==> src/rtl/alu_share_pkg.sv <==
// Shared types for the ALU-sharing arbiter: FSM state encoding and the 4-bit ALU opcodes.
package alu_share_pkg;

    typedef enum logic [1:0] {
        IDLE = 2'd0,
        EXEC = 2'd1,
        RESP = 2'd2
    } state_t;

    localparam logic [3:0] NOP     = 4'b0000;
    localparam logic [3:0] ADD     = 4'b0001;
    localparam logic [3:0] SUB     = 4'b0010;
    localparam logic [3:0] AND     = 4'b0011;
    localparam logic [3:0] OR      = 4'b0100;
    localparam logic [3:0] XNOR    = 4'b0101;
    localparam logic [3:0] SHIFTL  = 4'b0110;
    localparam logic [3:0] SHIFTR  = 4'b0111;
    localparam logic [3:0] SHIFTLV = 4'b1000;
    localparam logic [3:0] SHIFTRV = 4'b1001;
    localparam logic [3:0] SLT     = 4'b1010;
    localparam logic [3:0] ASR     = 4'b1011;

endpackage

==> src/rtl/alu_share_arb_alu.sv <==
// Combinational pipeline ALU shared by the arbiter; undefined opcodes yield z=0, ovf=0.
module alu_share_arb_alu
    import alu_share_pkg::*;
#(
    parameter int DATA_WIDTH = 32
) (
    input  logic [3:0]            ctrl,
    input  logic [DATA_WIDTH-1:0] a,
    input  logic [DATA_WIDTH-1:0] b,
    output logic [DATA_WIDTH-1:0] z,
    output logic                  ovf
);

    localparam int SHW = $clog2(DATA_WIDTH);
    localparam int MSB = DATA_WIDTH - 1;

    logic [DATA_WIDTH-1:0] sum;
    logic [DATA_WIDTH-1:0] diff;
    logic [SHW-1:0]        shamt;

    assign sum   = a + b;
    assign diff  = a - b;
    assign shamt = b[SHW-1:0];

    always_comb begin
        z   = '0;
        ovf = 1'b0;
        case (ctrl)
            ADD: begin
                z   = sum;
                ovf = (a[MSB] == b[MSB]) && (sum[MSB] != a[MSB]);
            end
            SUB: begin
                z   = diff;
                ovf = (a[MSB] != b[MSB]) && (diff[MSB] != a[MSB]);
            end
            AND:     z = a & b;
            OR:      z = a | b;
            XNOR:    z = ~(a ^ b);
            SHIFTL:  z = a << 1;
            SHIFTR:  z = a >> 1;
            SHIFTLV: z = a << shamt;
            SHIFTRV: z = a >> shamt;
            SLT:     z = {{(DATA_WIDTH-1){1'b0}}, ($signed(a) < $signed(b))};
            ASR:     z = $unsigned($signed(a) >>> shamt);
            default: begin
                z   = '0;
                ovf = 1'b0;
            end
        endcase
    end

endmodule

==> src/rtl/alu_share_arb.sv <==
// Round-robin arbiter sharing one ALU between two requesters; optional sticky overflow
// flags are enabled by defining ALU_SHARE_ARB_STICKY_OVF_EN.
module alu_share_arb
    import alu_share_pkg::*;
#(
    parameter int DATA_WIDTH = 32
) (
    input  logic                  clk,
    input  logic                  reset,
    input  logic                  req0_valid,
    output logic                  req0_ready,
    input  logic [3:0]            req0_ctrl,
    input  logic [DATA_WIDTH-1:0] req0_a,
    input  logic [DATA_WIDTH-1:0] req0_b,
    input  logic                  req1_valid,
    output logic                  req1_ready,
    input  logic [3:0]            req1_ctrl,
    input  logic [DATA_WIDTH-1:0] req1_a,
    input  logic [DATA_WIDTH-1:0] req1_b,
    output logic                  rsp_valid,
    input  logic                  rsp_ready,
    output logic                  rsp_id,
    output logic [DATA_WIDTH-1:0] rsp_z,
    output logic                  rsp_ovf,
`ifdef ALU_SHARE_ARB_STICKY_OVF_EN
    output logic [1:0]            ovf_sticky,
    input  logic [1:0]            ovf_clr,
`endif
    output logic                  busy
);

    state_t                state_reg;
    logic                  last_grant_reg;
    logic [3:0]            op_ctrl_reg;
    logic [DATA_WIDTH-1:0] op_a_reg;
    logic [DATA_WIDTH-1:0] op_b_reg;
    logic                  op_id_reg;
    logic                  rsp_valid_reg;
    logic                  rsp_id_reg;
    logic [DATA_WIDTH-1:0] rsp_z_reg;
    logic                  rsp_ovf_reg;
    logic                  busy_reg;

    logic [1:0]            req_valid;
    logic [3:0]            req_ctrl [2];
    logic [DATA_WIDTH-1:0] req_a    [2];
    logic [DATA_WIDTH-1:0] req_b    [2];
    logic [1:0]            grant;
    logic                  grant_id;
    logic [DATA_WIDTH-1:0] alu_z;
    logic                  alu_ovf;

    assign req_valid = {req1_valid, req0_valid};
    assign req_ctrl[0] = req0_ctrl;
    assign req_ctrl[1] = req1_ctrl;
    assign req_a[0]    = req0_a;
    assign req_a[1]    = req1_a;
    assign req_b[0]    = req0_b;
    assign req_b[1]    = req1_b;

    // On a tie the requester that did not win last time is granted.
    always_comb begin
        grant = 2'b00;
        if (state_reg == IDLE && !reset) begin
            if (req_valid == 2'b11) begin
                grant = last_grant_reg ? 2'b01 : 2'b10;
            end else begin
                grant = req_valid;
            end
        end
    end

    assign grant_id   = grant[1];
    assign req0_ready = grant[0];
    assign req1_ready = grant[1];

    alu_share_arb_alu #(
        .DATA_WIDTH (DATA_WIDTH)
    ) u_alu (
        .ctrl (op_ctrl_reg),
        .a    (op_a_reg),
        .b    (op_b_reg),
        .z    (alu_z),
        .ovf  (alu_ovf)
    );

    always_ff @(posedge clk) begin
        if (reset) begin
            state_reg      <= IDLE;
            last_grant_reg <= 1'b1;
            op_ctrl_reg    <= 4'd0;
            op_a_reg       <= '0;
            op_b_reg       <= '0;
            op_id_reg      <= 1'b0;
            rsp_valid_reg  <= 1'b0;
            rsp_id_reg     <= 1'b0;
            rsp_z_reg      <= '0;
            rsp_ovf_reg    <= 1'b0;
            busy_reg       <= 1'b0;
        end else begin
            case (state_reg)
                IDLE: begin
                    if (|grant) begin
                        op_ctrl_reg    <= req_ctrl[grant_id];
                        op_a_reg       <= req_a[grant_id];
                        op_b_reg       <= req_b[grant_id];
                        op_id_reg      <= grant_id;
                        last_grant_reg <= grant_id;
                        busy_reg       <= 1'b1;
                        state_reg      <= EXEC;
                    end
                end
                EXEC: begin
                    rsp_z_reg     <= alu_z;
                    rsp_ovf_reg   <= alu_ovf;
                    rsp_id_reg    <= op_id_reg;
                    rsp_valid_reg <= 1'b1;
                    state_reg     <= RESP;
                end
                RESP: begin
                    if (rsp_ready) begin
                        rsp_valid_reg <= 1'b0;
                        busy_reg      <= 1'b0;
                        state_reg     <= IDLE;
                    end
                end
                default: begin
                    rsp_valid_reg <= 1'b0;
                    busy_reg      <= 1'b0;
                    state_reg     <= IDLE;
                end
            endcase
        end
    end

    assign rsp_valid = rsp_valid_reg;
    assign rsp_id    = rsp_id_reg;
    assign rsp_z     = rsp_z_reg;
    assign rsp_ovf   = rsp_ovf_reg;
    assign busy      = busy_reg;

`ifdef ALU_SHARE_ARB_STICKY_OVF_EN
    logic [1:0] ovf_sticky_reg;

    // Set has priority over clear so a completing overflow is never lost.
    for (genvar gi = 0; gi < 2; gi++) begin : g_sticky
        always_ff @(posedge clk) begin
            if (reset) begin
                ovf_sticky_reg[gi] <= 1'b0;
            end else if (rsp_valid_reg && rsp_ready && rsp_ovf_reg && (rsp_id_reg == 1'(gi))) begin
                ovf_sticky_reg[gi] <= 1'b1;
            end else if (ovf_clr[gi]) begin
                ovf_sticky_reg[gi] <= 1'b0;
            end
        end
    end

    assign ovf_sticky = ovf_sticky_reg;
`endif

endmodule
==> config.mk <==
export PLATFORM = sky130hd
export DESIGN_NAME = alu_share_arb
export DESIGN_NICKNAME = d
export VERILOG_FILES = /design/src/rtl/alu_share_pkg.sv /design/src/rtl/alu_share_arb_alu.sv /design/src/rtl/alu_share_arb.sv
export SDC_FILE = /design/constraint.sdc
export NUM_CORES = 1
export LEC_CHECK = 0
export CORE_ASPECT_RATIO = 0.5
export CORE_MARGIN = 2
export CORE_UTILIZATION = 53
export CTS_CLUSTER_DIAMETER = 200
export DETAILED_ROUTE_END_ITERATION = 12
export PLACE_DENSITY = 0.76
export SKIP_LAST_GASP = 1
export SLEW_MARGIN = 20
export SYNTH_ARGS = -nofsm -noshare
export SYNTH_HDL_FRONTEND = slang
export SYNTH_SLANG_ARGS = --single-unit
==> constraint.sdc <==
create_clock -name clk -period 5.75 [get_ports clk]
set_input_delay 1.725 -clock clk [delete_from_list [all_inputs] [get_ports clk]]
set_output_delay 1.725 -clock clk [all_outputs]
set_load 0.005 [all_outputs]
==> results of run 1 <==
layout make-up:
class | instances | share of cell area, %
Antenna cell | 2 | 0.0312
Multi-Input combinational cell | 1481 | 66.3
Clock buffer | 10 | 1.49
Timing Repair Buffer | 218 | 13.1
Tap cell | 344 | 2.69
Clock inverter | 6 | 0.422
Inverter | 105 | 2.48
Sequential cell | 108 | 13.6
report_power, final:
group	switching (W)	internal, W
Clock	0.000352	0.000320
Combinational	0.00119	0.000727
Sequential	0.000148	0.000809
through the flow:
step,instances,utilization (%)
6_report,2274,62.8
3_3_place_gp,2256,61.6
2_1_floorplan,1871,-
4_1_cts,2272,62.8
5_1_grt,2272,62.8
3_5_place_dp,2256,61.6
metal layers:
| metal | routed length [µm] | global-route usage [%] | vias to the layer above |
|---|---|---|---|
| met1 | 25500 | 62.1 | 7407 |
| met5 | 39 | 0 | - |
| met2 | 22400 | 55.2 | 1172 |
| li1 | - | - | 7024 |
| met3 | 11200 | 22.2 | 159 |
| met4 | 1820 | 12.8 | 6 |
logic make-up (layout without fill, tap and decap cells):
| family | after synthesis | in the layout | synth area share [%] |
|---|---|---|---|
| buf+inv | 282 | 339 | 8.38 |
| fa+ha+maj | 106 | 106 | 9.62 |
| simple gates | 533 | 533 | 16.7 |
| other cells | 0 | 2 | 0 |
| flops | 108 | 108 | 15.5 |
| xor+xnor | 11 | 11 | 0.691 |
| compound gates | 639 | 639 | 31.4 |
| mux | 192 | 192 | 17.7 |
worst reg2reg max path, delay by kind of cell (launching register included):
kind / cells / cell delay, ns
buffers and inverters: 1 / 0.07
adder cells (fa/ha/maj): 2 / 0.73
AND/OR/NAND/NOR: 1 / 0.16
flip-flops: 1 / 0.63
AO/OA/AOI/OAI: 8 / 2.48
cell usage in the layout, fill, tap and decap left out, types with 33 or more instances in the layout:
master,netlist,layout
dfxtp_1,108,103
inv_1,101,100
nor2_1,203,203
a21oi_1,154,154
a211oi_1,93,93
nand2_1,179,179
mux4_2,33,33
ha_1,104,104
o21ai_0,110,109
mux2i_1,124,124
clkdlybuf4s50_1,0,177
buf_4,8,40
worst max path at each step:
stage	startpoint	to	cells past startpoint
floorplan	reset	req1_ready	5
global placement	req0_valid	req1_ready	4
detailed placement	req1_valid	req1_ready	3
global route	req1_valid	req1_ready	3
CTS	req1_valid	req1_ready	3
finish	req0_valid	req1_ready	4
==> metrics.md, run 1 <==
| Metric | Value |
|---|---|
| Outcome | finished clean |
| Peak VDD IR | 0.171 mV |
| RSZ-0062 raised after global routing | no |
| Crit path max-delay family | buffers and inverters |
| Clock transition at path regs | 0.07 ns |
| Initial antenna violation count | 7 |
| Most frequent CP cell | clkdlybuf4s50_1 |
| HP Class | reg -> reg |
| Setup slack, reg-to-reg | 1.60 ns |
| Largest net degree at the start of global routing | 75 |
| Final Cycle Share | 81.0% |
| Sequential-to-total area share from yosys stat | 15.5% |
| Crit path kind | in -> out |
| CP Buf/Inv Count | 2 |
| Ranking of synthesized cells by area | dfxtp_1, ha_1, mux2i_1 |
| Hold-fix buffers, CTS | 0 |
| Synth Instances | 1,871 |
| Mean area per synthesized cell | 7.45 µm² |
| Post-Route WL | 60,900 µm |
| Startpoint Class | input port |
| Hold Crit Depth | 2 |
| Share of post-route cells with drive strength above 1 | 8.20% |
| CP Max Fanout | 3 |
| CTS Root Cell | clkbuf_16 |
| Core area | 0.0255 mm² |
| Post-synth top area cell | dfxtp_1 |
| Mapped Area | 0.0139 mm² |
| Area of the multi-input gates | 0.0106 mm² |
| Post-synthesis async set-or-reset flop share | 0% |
| Crit-path cells | clkdlybuf4s50_1 > nand2_1 > and3_4 > clkdlybuf4s50_1 |
| GR Util All Layers | 43.5% |
| Worst r2r dst | rsp_z[0] |
| Vias in the first global route | 14.3k |
| Area Overhead vs Synth | 14.9% |
| Hold EP | rsp_id |
| DP Wirelength | 46,400 µm |
| Hold Slack | 0.474 ns |
| TritonCTS Buffers | 9 |
| Layout fillers | 2,335 |
| PortBufs | 178 |
| Post-route ant nets | 0 |
| Final min period | 4.66 ns |
| Die height | 119 µm |
| Leakage | 5.90 nW |
| Slew Viols, Final | 0 |
| P per Cell Area | 222 mW/mm² |
| Drt via density | 6.93 |
| Worst EP required | 4.03 ns |
| Die area | 0.0277 mm² |
| Worst Setup End Kind | output port |
| Worst Max-Slew Pin Slew | 0.993 ns |
| Fin nets | 2,170 |
| GP Congestion | 1.11 |
| Via Count | 15.8k |
| Area share of the largest cell type after synthesis | 15.5% |
| Maximum root-to-sink buffer count | 2 |
| TritonCTS clock tree | done |
| Wire per inst | 26.8 µm |
| Relative slew slack | 32.1% |
| Overflow after GRT | 0 |
| Drt pass-1 iters | 7 |
| Post CTS Setup Buffer Count | 0 |
| IO Count | 179 |
| Post-route DRC | 0 |
| Clock sink total | 108 |
| First-pass GRT wire length | 90,600 µm |
| Slowest CP cell | clkdlybuf4s50_1 |
| Max Clk Rate | 215 MHz |
| Maxcap violations | 0 |
| Width of the die | 233 µm |
| Cell with the most instances after synthesis | nor2_1 |
| Total power | 0.00355 W |
| FF-to-FF path depth | 12 |
| Yosys warnings | 0 |
| Final setup viols | 0 |
| Row count | 41 |
| Design Area, Final | 0.0160 mm² |
| Clock Latency Late Sink | 0.39 ns |
| Register Area | 0.00217 mm² |
| Library cells used by synthesis | 90 |
| Reg-to-reg startpoint | op_b_reg[0] |
| Worst Path Arrival | 2.93 ns |
| Max incr delay on CP | 0.53 ns |
| Hold_sp | rsp_id |
| Main synth FF type | dfxtp_1 |
| DR iter-0 viols | 2,640 |
| Setup_tns | 0 ns |
| Post-place setup slack | 1.09 ns |
| Worst Skew | 0.00950 ns |
| CTS resizes | 0 |
| Initial Utilization | 54.7% |
| Commonest cells in the netlist | nor2_1, nand2_1, a21oi_1, mux2i_1, clkbuf_1 |
| Final Hold Viols | 0 |
| Register bit total from synthesis | 108 |
| Final Worst Setup Slack | 1.09 ns |
| H-tree lvl count | 3 |
| Post-synth EDFFs | 0 |
| Post-Syn Nets | 2,118 |
| Dpl cell area | 0.0157 mm² |
No activity file was read; power rests on OpenSTA's default activity.
==> inputs of run 2 (changes only) <==
--- a/config.mk
+++ b/config.mk
@@ -7,10 +7,10 @@
 export LEC_CHECK = 0
 export CORE_ASPECT_RATIO = 0.5
 export CORE_MARGIN = 2
-export CORE_UTILIZATION = 53
+export CORE_UTILIZATION = 52
 export CTS_CLUSTER_DIAMETER = 200
 export DETAILED_ROUTE_END_ITERATION = 12
-export PLACE_DENSITY = 0.76
+export PLACE_DENSITY = 0.78
 export SKIP_LAST_GASP = 1
 export SLEW_MARGIN = 20
 export SYNTH_ARGS = -nofsm -noshare
==> constraint.sdc (replaced) <==
create_clock -name clk -period 3.75 [get_ports clk]
set_input_delay 1.125 -clock clk [delete_from_list [all_inputs] [get_ports clk]]
set_output_delay 1.125 -clock clk [all_outputs]
set_load 0.005 [all_outputs]
==> run 2 against run 1 <==
Net effect: via count rose by 3.7%; global-route usage rose by 1.8 points; register-to-register slack lost 1.4 ns; power rose by 64%; hold slack got worse by 0.014 ns; worst setup slack got worse by 0.86 ns; count of clock-buffer cells in the layout shrank 1; sequential power increased by 41%; critical endpoint is now rsp_z[19]; highest routed layer unchanged.
==> metrics.md, run 2 (synthesis results as in run 1) <==
| Metric | Value |
|---|---|
| Outcome | finished clean |
| Most common cell after layout, fill and taps aside | nor2_1 |
| IO Count | 179 (unchanged) |
| Die area | 0.0282 mm² (+1.9%) |
| Drt via density | 6.86 (-1.1%) |
| CP Max Fanout | 8 (+5) |
| Maxcap violations | 0 (unchanged) |
| Area Overhead vs Synth | 20.8% |
| Layout fillers | 2,387 (+2.2%) |
| Final Hold Viols | 0 (unchanged) |
| Overflow after GRT | 0 (unchanged) |
| Core area | 0.0264 mm² (+3.5%) |
| Crit path kind | reg -> reg |
| Drt pass-1 iters | 6 (-1) |
| Slew Viols, Final | 0 (unchanged) |
| H-tree lvl count | 3 (unchanged) |
| Setup_tns | 0 ns (unchanged) |
| Initial antenna violation count | 6 (-1) |
| Die height | 120 µm (+0.93%) |
| Row count | 42 (+2.4%) |
| Worst Skew | 0.0170 ns (+0.00754 ns) |
| Worst Max-Slew Pin Slew | 1.11 ns (+0.116 ns) |
| Worst EP required | 4.00 ns (-0.03 ns) |
| Most frequent cells in the layout | nor2_1, nand2_1, clkdlybuf4s50_1, a21oi_1, buf_4 |
| Max Clk Rate | 285 MHz |
| Worst Setup End Kind | flop |
| TritonCTS Buffers | 9 (unchanged) |
| Post-route DRC | 0 (unchanged) |
| Area of the multi-input gates | 0.0106 mm² (about the same) |
| CTS Root Cell | clkbuf_16 |
| Clock Latency Late Sink | 0.40 ns (about the same) |
| Register Area | 0.00217 mm² (unchanged) |
| Fin nets | 2,270 (+4.6%) |
| RSZ-0062 raised after global routing | no |
| Clock sink total | 108 (unchanged) |
| Width of the die | 236 µm (+0.94%) |
| P per Cell Area | 347 mW/mm² (+56%) |
| Vias in the first global route | 14.7k (+2.7%) |
| Clock transition at path regs | 0.09 ns (+0.02 ns) |
| HP Class | reg -> reg |
| PortBufs | 178 (unchanged) |
| Total power | 0.00584 W (+64%) |
| Maximum root-to-sink buffer count | 2 (unchanged) |
| Setup slack, reg-to-reg | 0.24 ns (-1.36 ns) |
| Post-route ant nets | 0 (unchanged) |
| Hold Slack | 0.460 ns (-0.0140 ns) |
| GR Util All Layers | 45.2% (+1.8 points) |
| Hold-fix buffers, CTS | 0 (unchanged) |
| Share of post-route cells with drive strength above 1 | 12.7% (+4.5 points) |
| First-pass GRT wire length | 95,200 µm (+5.1%) |
| GP Congestion | 1.13 (+1.9%) |
| Startpoint Class | flop |
| Final Cycle Share | 93.7% |
| Worst Path Arrival | 3.76 ns (+0.83 ns) |
| DR iter-0 viols | 2,772 (+5.0%) |
| Wire per inst | 27.4 µm (+2.4%) |
| Post-Route WL | 65,400 µm (+7.4%) |
| Final min period | 3.51 ns |
| Final setup viols | 0 (unchanged) |
| Largest net degree at the start of global routing | 85 (+13%) |
| DP Wirelength | 51,500 µm (+11%) |
| Initial Utilization | 52.8% (-1.8 points) |
| TritonCTS clock tree | done |
| Peak VDD IR | 0.307 mV (+79%) |
| Relative slew slack | 26.0% (-6.1 points) |
| Via Count | 16.4k (+3.7%) |
| Leakage | 6.43 nW (+9.0%) |
==> run 2: cell count changes in the layout (fill, tap and decap cells not counted), sizes merged <==
cell | previous run | this run
buf | 41 | 141
diode | 2 | 5
bufinv | 0 | 1
clkbuf | 10 | 9
==> run 2: path summary, 6_finish.rpt <==
check,depth (start not counted),start,to
max,12,op_b_reg[3],rsp_z[19]
min,2,busy,busy
max reg2reg,12,op_b_reg[3],rsp_z[19]
min reg2reg,2,busy,busy
==> run 2: what timing repair did <==
action                                  CTS  global route
hold endpoints to repair                  0             0
gates resized for setup                   0             1
setup buffers                             0             0
endpoints found under the setup margin    0             1
==> run 2: cell type report <==
class | count | share of cell area, %
Clock buffer | 9 | 1.34
Sequential cell | 108 | 12.9
Multi-Input combinational cell | 1481 | 63.0
Antenna cell | 5 | 0.0743
Clock inverter | 7 | 0.654
Inverter | 105 | 2.36
Timing Repair Buffer | 318 | 17.0
Tap cell | 352 | 2.62
==> run 2: routing by layer <==
metal,track usage [%],part of all wire [%]
met4,12.2,3.1
met5,0,0.035
met2,58.5,36
met3,20.7,18
met1,65.7,43
==> run 2: through the flow <==
stage	area, µm²	setup slack [ns]	std cells	utilization (%)
detailed placement	16500	0.227	2364	62.5
CTS	16800	0.227	2380	63.8
finish	16800	0.235	2385	63.8
floorplan	13900	0.195	1871	-
global placement	16500	0.245	2364	62.5
global route	16800	0.169	2380	63.8
==> run 2: power breakdown <==
part | leakage, nW | internal, W | switching [W] | total [W]
Clock | 0.163 | 0.000553 | 0.000588 | 0.00114
Combinational | 5.38 | 0.00128 | 0.00207 | 0.00335
Sequential | 0.888 | 0.00124 | 0.000106 | 0.00135
==> run 2: critical path: stages, from the launching register on <==
cell      delay [ns]
dfxtp_2         0.34
clkinv_1        0.10
ha_1            0.43
nand2_1         0.11
or3_1           0.39
a21boi_1        0.41
o21ai_1         0.27
a221oi_2        0.39
o211ai_1        0.14
and3_1          0.22
o32ai_1         0.31
buf_4           0.18
a221oi_1        0.07
==> inputs of run 3 (changes only) <==
--- a/config.mk
+++ b/config.mk
@@ -10,9 +10,8 @@
 export CORE_UTILIZATION = 52
 export CTS_CLUSTER_DIAMETER = 200
 export DETAILED_ROUTE_END_ITERATION = 12
-export PLACE_DENSITY = 0.78
+export PLACE_DENSITY = 0.83
 export SKIP_LAST_GASP = 1
-export SLEW_MARGIN = 20
 export SYNTH_ARGS = -nofsm -noshare
 export SYNTH_HDL_FRONTEND = slang
 export SYNTH_SLANG_ARGS = --single-unit
==> run 3 against run 2 <==
Net effect: sequential power about the same; critical path depth down 2; sequential share of layout area shrank 0.073 points; maximum frequency down 2.7%; wire length increased by 3.3%; sequential cell count unchanged; largest cell class unchanged; register-to-register slack got worse by 0.099 ns.
==> metrics.md, run 3 (synthesis results as in run 1) <==
| Metric | Value |
|---|---|
| Initial antenna violation count | 7 (+1) |
| Largest net degree at the start of global routing | 86 (+1.2%) |
| CTS Root Cell | clkbuf_16 |
| Dpl cells | 2,372 (+0.34%) |
| P per Cell Area | 345 mW/mm² (-0.51%) |
| Vias in the first global route | 15.1k (+2.4%) |
| Final min period | 3.61 ns (+0.0987 ns) |
| H-tree lvl count | 3 (unchanged) |
| Final setup viols | 0 (unchanged) |
| Fin nets | 2,278 (+0.35%) |
| Startpoint Class | flop |
| Post-route DRC | 0 (unchanged) |
| Most frequent cells in the layout | nor2_1, nand2_1, clkdlybuf4s50_1, a21oi_1, buf_4 |
| Worst Path Arrival | 3.95 ns (+0.19 ns) |
| Relative slew slack | 39.9% (+14 points) |
| HP Class | reg -> reg |
| Crit path kind | reg -> reg |
| IO Count | 179 (unchanged) |
| Row count | 42 (unchanged) |
| Outcome | finished clean |
| Setup_tns | 0 ns (unchanged) |
| DR iter-0 viols | 2,745 (-0.97%) |
| Post-place setup slack | 0.179 ns (-0.0481 ns) |
| Met2 usage | 59.5% (+1.0 points) |
| TritonCTS clock tree | done |
| Final Cycle Share | 96.4% (+2.6 points) |
| PortBufs | 178 (unchanged) |
| Worst Skew | 0.0213 ns (+0.00421 ns) |
| Grt met1 use | 66.1% (+0.41 points) |
| Maxcap violations | 0 (unchanged) |
| First-pass GRT wire length | 98,600 µm (+3.6%) |
| RSZ-0062 raised after global routing | no |
| Met3 usage | 25.8% (+5.1 points) |
| Max Clk Rate | 277 MHz (-2.7%) |
| Worst Max-Slew Pin Slew | 0.902 ns (-0.206 ns) |
| CP Max Fanout | 85 (+77) |
| Setup slack, reg-to-reg | 0.14 ns (-0.10 ns) |
| GR Util All Layers | 47.0% (+1.8 points) |
| Busiest grt layer | met1 |
| TritonCTS Buffers | 9 (unchanged) |
| Maximum root-to-sink buffer count | 2 (unchanged) |
| Finished Layout Cells | 2,395 (+0.42%) |
| CTS resizes | 0 (unchanged) |
| Leakage | 6.47 nW (+0.58%) |
| Area Overhead vs Synth | 21.5% |
| Die area | 0.0282 mm² (unchanged) |
| GP Congestion | 1.09 (-3.5%) |
| Clock sink total | 108 (unchanged) |
| Drt pass-1 iters | 6 (unchanged) |
| Post-route ant nets | 0 (unchanged) |
| Core area | 0.0264 mm² (unchanged) |
| DP Wirelength | 52,700 µm (+2.4%) |
| Initial Utilization | 52.8% (unchanged) |
| Clock Latency Late Sink | 0.40 ns (about the same) |
| Via Count | 16.6k (+1.7%) |
| Final Hold Viols | 0 (unchanged) |
| Most common cell after layout, fill and taps aside | nor2_1 |
| Slew Viols, Final | 0 (unchanged) |
| Post-Route WL | 67,600 µm (+3.3%) |
| Clock transition at path regs | 0.10 ns (about the same) |
| Worst Setup End Kind | flop |
| Share of post-route cells with drive strength above 1 | 13.0% (+0.34 points) |
| Die height | 120 µm (unchanged) |
| Worst EP required | 4.09 ns (+0.09 ns) |
| Final Worst Setup Slack | 0.136 ns (-0.0987 ns) |
| Overflow after GRT | 0 (unchanged) |
| Width of the die | 236 µm (unchanged) |
| Wire per inst | 28.2 µm (+2.8%) |
| Post CTS Setup Buffer Count | 0 (unchanged) |
| Final Util | 64.2% (+0.37 points) |
| Peak VDD IR | 0.242 mV (-21%) |
| Drt via density | 6.94 (+1.3%) |
| Hold-fix buffers, CTS | 0 (unchanged) |
[run 3: changes by cell type in the layout (fill, tap and decap cells not counted), sizes merged]
cell and change:
buf +8, bufinv -1, diode +2, inv +1
[run 3: worst paths after layout]
kind                             endpoint   startpoint  cells after the start
worst max-delay path            rsp_z[12]  op_b_reg[0]                     10
worst min-delay path               rsp_id       rsp_id                      2
worst max register to register  rsp_z[12]  op_b_reg[0]                     10
worst min register to register     rsp_id       rsp_id                      2
[run 3: area by class of cell]
class | count | area [µm²]
Fill cell | 2352 | 9450
Antenna cell | 7 | 17.5
Sequential cell | 108 | 2170
Tap cell | 352 | 440
Multi-Input combinational cell | 1481 | 10600
Clock inverter | 7 | 96.3
Timing Repair Buffer | 326 | 2970
Clock buffer | 9 | 225
Inverter | 105 | 397
[run 3: metal layers]
layer  part of all wire, %  vias to the layer above
met1                    42                     7832
li1                      -                     7224
met3                    18                      195
met4                   3.6                        4
met2                    36                     1376
met5                 0.037                        -
[run 3: power by group]
group	total [W]	switching, W	internal [W]
clock network	0.00110	0.000603	0.000494
logic	0.00339	0.00208	0.00131
registers	0.00135	0.000111	0.00124
[run 3: worst max-delay path: stages (launching register included)]
cell     delay, ns
dfxtp_4       0.38
buf_12        0.44
nor2_1        0.08
a21oi_1       0.64
nand2_1       0.12
o21ai_0       0.35
mux2i_1       0.22
o21ai_0       0.21
o21ai_0       0.20
a22oi_1       0.64
o31a_1        0.22
[run 3: stage by stage]
step	power [W]	hold WS (ns)	cell area (µm²)
global placement	0.00456	0.435	16600
floorplan	0.00333	0.432	13900
global route	0.00605	0.473	16900
detailed placement	0.00457	0.449	16600
CTS	0.00565	0.459	16900
finish	0.00584	0.459	16900
